**config.mk**
```make
export PLATFORM = sky130hd
export DESIGN_NAME = ldpc_iter_ctrl
export DESIGN_NICKNAME = d
export VERILOG_FILES = /design/src/rtl/ldpc_pkg.sv /design/src/rtl/ldpc_phase_timer.sv /design/src/rtl/ldpc_iter_ctrl.sv
export SDC_FILE = /design/constraint.sdc
export NUM_CORES = 1
export LEC_CHECK = 0
export CAP_MARGIN = 40
export CORE_ASPECT_RATIO = 0.5
export CORE_MARGIN = 4
export CORE_UTILIZATION = 31
export DETAILED_ROUTE_END_ITERATION = 6
export PLACE_DENSITY_LB_ADDON = 0.3
export SYNTH_ARGS = -nofsm -noshare
export SYNTH_HDL_FRONTEND = slang
export SYNTH_HIERARCHICAL = 1
export SYNTH_SLANG_ARGS = --single-unit
```
**constraint.sdc**
```tcl
create_clock -name clk -period 2.8 [get_ports clk]
set_clock_uncertainty 0.1 [all_clocks]
set_input_delay 0.56 -clock clk [delete_from_list [all_inputs] [get_ports clk]]
set_output_delay 0.56 -clock clk [all_outputs]
set_load 0.02 [all_outputs]
```
**src/rtl/ldpc_pkg.sv**
```systemverilog
// Shared types and constants for the LDPC iteration scheduler.
package ldpc_pkg;

  localparam int ITER_W_DEF = 8;

  typedef enum logic [2:0] {
    IDLE,
    LOAD,
    CHECK,
    CN,
    VN,
    DONE
  } state_e;

  localparam logic [1:0] ST_NONE  = 2'b00;
  localparam logic [1:0] ST_CONV  = 2'b01;
  localparam logic [1:0] ST_MAXIT = 2'b10;

endpackage

```
**src/rtl/ldpc_phase_timer.sv**
```systemverilog
// Loadable down-counter shared by the CN and VN phases. last flags the final
// cycle of a phase; last_next predicts it for the coming cycle so the caller
// can register its latch enables.
module ldpc_phase_timer
  import ldpc_pkg::*;
#(
  parameter int W = 1
) (
  input  logic         clk,
  input  logic         rst,
  input  logic         load,
  input  logic [W-1:0] load_val,
  input  logic         dec,
  output logic         last,
  output logic         last_next
);

  logic [W-1:0] cnt_q;
  logic [W-1:0] cnt_d;

  // Load has priority; decrement saturates at the terminal count.
  always_comb begin
    cnt_d = cnt_q;
    if (load) begin
      cnt_d = load_val;
    end else if (dec && (cnt_q != '0)) begin
      cnt_d = cnt_q - W'(1);
    end
  end

  // Counter register.
  always_ff @(posedge clk) begin
    if (rst) begin
      cnt_q <= '0;
    end else begin
      cnt_q <= cnt_d;
    end
  end

  assign last      = (cnt_q == '0);
  assign last_next = (cnt_d == '0);

endmodule

```
**src/rtl/ldpc_iter_ctrl.sv**
```systemverilog
// Iteration scheduler for the 6-VN / 3-CN flooding LDPC datapath.
//
// state | meaning
// ------+-------------------------------------------------------------
// IDLE  | waiting for a job; in_ready high
// LOAD  | load_en pulse: channel LLRs into vn->cn registers
// CHECK | sample syndrome_ok once; decide converge / give up / iterate
// CN    | CN_LAT cycles; cn_latch_en in the last one, iteration counted
// VN    | VN_LAT cycles; vn_latch_en in the last one
// DONE  | report held on out_valid until out_ready
module ldpc_iter_ctrl
  import ldpc_pkg::*;
#(
  parameter int ITER_W = ITER_W_DEF,
  parameter int CN_LAT = 1,
  parameter int VN_LAT = 1
) (
  input  logic              clk,
  input  logic              rst,
  input  logic              in_valid,
  output logic              in_ready,
  input  logic [ITER_W-1:0] max_iter,
  output logic              load_en,
  output logic              cn_latch_en,
  output logic              vn_latch_en,
  output logic              hd_sel,
  input  logic              syndrome_ok,
  output logic              busy,
  output logic              out_valid,
  input  logic              out_ready,
  output logic [1:0]        status,
  output logic [ITER_W-1:0] iter_count
);

  localparam int LAT_MAX = (CN_LAT > VN_LAT) ? CN_LAT : VN_LAT;
  localparam int TMR_W   = (LAT_MAX > 1) ? $clog2(LAT_MAX) : 1;
  localparam logic [TMR_W-1:0] CN_LOAD = TMR_W'(CN_LAT - 1);
  localparam logic [TMR_W-1:0] VN_LOAD = TMR_W'(VN_LAT - 1);

  state_e              state_q, state_d;
  logic [ITER_W-1:0]   max_iter_q, max_iter_d;
  logic [ITER_W-1:0]   iter_count_q, iter_count_d;
  logic [1:0]          status_q, status_d;
  logic                load_en_q, load_en_d;
  logic                cn_latch_en_q, cn_latch_en_d;
  logic                vn_latch_en_q, vn_latch_en_d;
  logic                hd_sel_q, hd_sel_d;
  logic                in_ready_q, in_ready_d;
  logic                busy_q, busy_d;
  logic                out_valid_q, out_valid_d;

  logic                tmr_load;
  logic [TMR_W-1:0]    tmr_val;
  logic                tmr_dec;
  logic                tmr_last;
  logic                tmr_last_next;

  ldpc_phase_timer #(.W(TMR_W)) u_timer (
    .clk       (clk),
    .rst       (rst),
    .load      (tmr_load),
    .load_val  (tmr_val),
    .dec       (tmr_dec),
    .last      (tmr_last),
    .last_next (tmr_last_next)
  );

  // Next state, job registers and phase timer control.
  always_comb begin
    state_d      = state_q;
    max_iter_d   = max_iter_q;
    iter_count_d = iter_count_q;
    status_d     = status_q;
    tmr_load     = 1'b0;
    tmr_val      = '0;
    tmr_dec      = 1'b0;
    unique case (state_q)
      IDLE: begin
        if (in_valid) begin
          max_iter_d   = max_iter;
          iter_count_d = '0;
          status_d     = ST_NONE;
          state_d      = LOAD;
        end
      end
      LOAD: state_d = CHECK;
      CHECK: begin
        if (syndrome_ok) begin
          status_d = ST_CONV;
          state_d  = DONE;
        end else if (iter_count_q >= max_iter_q) begin
          status_d = ST_MAXIT;
          state_d  = DONE;
        end else if (iter_count_q == '0) begin
          tmr_load = 1'b1;
          tmr_val  = CN_LOAD;
          state_d  = CN;
        end else begin
          tmr_load = 1'b1;
          tmr_val  = VN_LOAD;
          state_d  = VN;
        end
      end
      CN: begin
        if (tmr_last) begin
          iter_count_d = iter_count_q + ITER_W'(1);
          state_d      = CHECK;
        end else begin
          tmr_dec = 1'b1;
        end
      end
      VN: begin
        if (tmr_last) begin
          tmr_load = 1'b1;
          tmr_val  = CN_LOAD;
          state_d  = CN;
        end else begin
          tmr_dec = 1'b1;
        end
      end
      DONE: begin
        if (out_ready) state_d = IDLE;
      end
      default: state_d = IDLE;
    endcase
  end

  // Registered output decodes of the coming state; hd_sel follows the
  // iteration count when entering CHECK and is otherwise held into DONE.
  always_comb begin
    load_en_d     = (state_d == LOAD);
    cn_latch_en_d = (state_d == CN) && tmr_last_next;
    vn_latch_en_d = (state_d == VN) && tmr_last_next;
    in_ready_d    = (state_d == IDLE);
    busy_d        = (state_d != IDLE);
    out_valid_d   = (state_d == DONE);
    hd_sel_d      = hd_sel_q;
    if (state_d == LOAD) hd_sel_d = 1'b0;
    if (state_d == CHECK) hd_sel_d = (iter_count_d != '0);
  end

  // FSM and output registers.
  always_ff @(posedge clk) begin
    if (rst) begin
      state_q       <= IDLE;
      max_iter_q    <= '0;
      iter_count_q  <= '0;
      status_q      <= ST_NONE;
      load_en_q     <= 1'b0;
      cn_latch_en_q <= 1'b0;
      vn_latch_en_q <= 1'b0;
      hd_sel_q      <= 1'b0;
      in_ready_q    <= 1'b1;
      busy_q        <= 1'b0;
      out_valid_q   <= 1'b0;
    end else begin
      state_q       <= state_d;
      max_iter_q    <= max_iter_d;
      iter_count_q  <= iter_count_d;
      status_q      <= status_d;
      load_en_q     <= load_en_d;
      cn_latch_en_q <= cn_latch_en_d;
      vn_latch_en_q <= vn_latch_en_d;
      hd_sel_q      <= hd_sel_d;
      in_ready_q    <= in_ready_d;
      busy_q        <= busy_d;
      out_valid_q   <= out_valid_d;
    end
  end

  // An enable already registered for the cycle in which reset is sampled
  // must not reach the message registers, so the enables are masked by rst.
  assign load_en     = load_en_q & ~rst;
  assign cn_latch_en = cn_latch_en_q & ~rst;
  assign vn_latch_en = vn_latch_en_q & ~rst;
  assign hd_sel      = hd_sel_q;
  assign in_ready    = in_ready_q;
  assign busy        = busy_q;
  assign out_valid   = out_valid_q;
  assign status      = status_q;
  assign iter_count  = iter_count_q;

endmodule
```
==> flow_summary_export.csv <==
group,metric,value,unit
cts,cts_resized,0,
synthesis,ys_seq_elements,29,
placement,place.gp.congestion,0.852,
synthesis,yosysWarningCount,6,
synthesis,syn_nets,231,
routing,drc,0,
global_route,antenna_found_initial,0,
pwr,power_density,484,nW/um^2
timing,rsz0062_at_grt,"false",
floorplanning,num_rows,18,
floorplanning,io_pins,30,
cts,htree_levels,2,
floorplanning,die_h,60.2,um
global_route,grt_max_degree,27,
cts,cts_buffer_depth,2,
critical_path,critical_path_class,"in -> out",
placement,dpl-instance-area,2070,um^2
timing,setup_viol,0,
floorplanning,dieArea,6760,um^2
cts,cts_tree,"built",
synthesis,yosys_most_used_dff,"dfxtp_1",
synthesis,synthCells,208,
timing,period_needed,2.50,ns
timing,tightestPinTransition,0.521,ns
floorplanning,core,5090,um^2
routing,drt-vias-per-instance,5.10,
floorplanning,start_util,0.331,
pwr,vdd_drop_max,0.176,mV
routing,vias,1591,
final_layout,drive_gt1_frac,0.132,
timing,finalSetupTns,0,ns
final_layout,fillers,541,
final_layout,fin_area,2150,um^2
routing,detail_route.wl_per_cell,13.3,um
final_layout,area_delta_synth_final,27.4,%
synthesis,syn_avg_cell_area,8.11,um^2
global_route,grt_usage,0.126,
placement,dp_hpwl,3.06,mm
timing,relSlewSlack,0.651,
routing,routed_wirelength,4.14,mm
flow_run,cap_violations,0,
synthesis,yosysSeqAreaShare,0.344,
critical_path,worst_ep_arrival_time,1.84,ns
routing,drt_iter0_markers,119,
routing,dr.pass1.iters,4,
timing,whs,0.355,ns
timing,timing.final.crit_share,0.891,
floorplanning,die_w,112,um
final_layout,num_antenna_cells,0,
timing,timing_max_transition_violations_final,0,
critical_path,crit_required,2.14,ns
cts,cts_sinks,29,
routing,antenna_left,0,
critical_path,startpoint_type,"primary input",
cts,hold_buffers,0,
synthesis,synth.distinct_cells,52,
hold_path,min_path_type,"reg -> reg",
timing,hold_violations,0,
synthesis,synth-async-reset-ratio,0,
cts,clkLatencyLatePin,0.28,ns
synthesis,synth-edff-count,0,
outcome,status,"finished clean",
cts,numCtsBuffers,5,
final_layout,final_nets,264,
critical_path,end_kind,"output pin",
global_route,grt_pass1_wl,6.77,mm
cts,clk_pin_slew,0.06,ns
cts,clock-root-buffer,"clkbuf_8",
timing,fmax,401,MHz
placement,io_buffers,29,
critical_path,worstPathMaxFanout,4,
global_route,grt_pass1_vias,1393,
pwr,leakage,0.787,nW
synthesis,syn_area,1690,um^2
cts,postCtsSetupRepairBufs,0,
global_route,overflow,0,
-- cell families after synthesis --
kind of cell / synth area share
AOI/OAI and AO/OA: 0.224
xor gates and xnor gates: 0.00519
adders and majority gates: 0.0742
buffers and inverters: 0.0682
DFF: 0.344
muxes: 0.0148
other: 0.00222
and+or+nand+nor: 0.267
-- Yosys cell counts, types with 2 or more instances --
library cell | count | area share
a211oi_1 | 3 | 0.013
a21oi_1 | 16 | 0.047
a311oi_1 | 6 | 0.031
a31oi_1 | 4 | 0.015
and3_1 | 5 | 0.019
and4bb_2 | 2 | 0.015
buf_2 | 5 | 0.015
buf_4 | 2 | 0.0089
clkbuf_1 | 4 | 0.0089
dfxtp_1 | 29 | 0.34
ha_1 | 10 | 0.074
inv_1 | 12 | 0.027
nand2_1 | 30 | 0.067
nand3_1 | 5 | 0.015
nor2_1 | 21 | 0.047
nor2b_1 | 3 | 0.011
nor3_1 | 3 | 0.0089
nor3b_1 | 2 | 0.0089
nor4_1 | 2 | 0.0074
o211ai_1 | 3 | 0.013
o21ai_0 | 7 | 0.021
or3_1 | 4 | 0.015
-- metrics by stage --
stage | instances | setup slack, ns | total power, W | util
final | 312 | 0.304 | 0.00104 | 0.422
after global routing | 312 | 0.137 | 0.00110 | 0.422
after CTS | 312 | 0.279 | 0.00105 | 0.422
after detailed placement | 304 | 0.281 | 0.000715 | 0.406
after global placement | 304 | 0.293 | 0.000713 | 0.406
after floorplan | 208 | 0.544 | 0.000635 | -
-- cell usage in the layout (no fill, tap or decap), drive strengths merged, types with 2 or more instances in the layout --
cell and instances:
nor2b 3, clkinv 2, dfxtp 29, nor3b 3, and3 5, inv 13
nand4 2, a311oi 6, o211ai 3, clkdlybuf4s50 29, nor4 2, clkbuf 6
nand2 30, o21ai 8, a31oi 4, nor3 3, a211oi 4, buf 9
or2 2, nand3 5, and4bb 2, nor2 22, or3 5, a21oi 17
ha 10
-- critical path, cell delays in order --
cell and delay [ns]:
clkdlybuf4s50_1 0.48, nor2b_1 0.15, clkdlybuf4s50_1 0.64
-- path summary, 6_finish.rpt --
path | from | end | slack, ns | cells past startpoint
worst max-delay path | rst | load_en | 0.30 | 3
worst min-delay path | max_iter_q[1]$_SDFFE_PP0P_ | max_iter_q[1]$_SDFFE_PP0P_ | 0.36 | 2
worst max register to register | iter_count[6]$_SDFF_PP0_ | cn_latch_en_q$_SDFF_PP0_ | 0.39 | 10
worst min register to register | max_iter_q[1]$_SDFFE_PP0P_ | max_iter_q[1]$_SDFFE_PP0P_ | 0.36 | 2
-- metal layers --
metal  track usage  vias up  part of all wire
met3        0.0293        5             0.054
met1         0.172      733              0.51
met5             0        -                 0
li1              -      802                 -
met4        0.0462        0            0.0070
met2         0.197       51              0.43
-- state kept, by name, summed over array words and instances, names as in the netlist --
signal / count
busy: 1
cn_latch_en_q: 1
hd_sel: 1
in_ready: 1
iter_count: 8
load_en_q: 1
max_iter_q: 8
out_valid: 1
state_q: 3
status: 2
u_timer/cnt_q: 1
vn_latch_en_q: 1
-- area by class of cell --
cell class	count	area, um^2	share of cell area
Sequential cell	29	581	0.270
Timing Repair Buffer	38	358	0.167
Tap cell	70	87.6	0.0408
Inverter	13	48.8	0.0227
Multi-Input combinational cell	154	991	0.461
Clock inverter	2	10.0	0.00466
Clock buffer	6	72.6	0.0338
-- power by group --
part	total (W)	switching, W	internal, W
sequential	0.000468	0.0000253	0.000443
clock	0.000335	0.000163	0.000172
combinational	0.000237	0.000132	0.000105
Power figures use the tool's default switching activity.
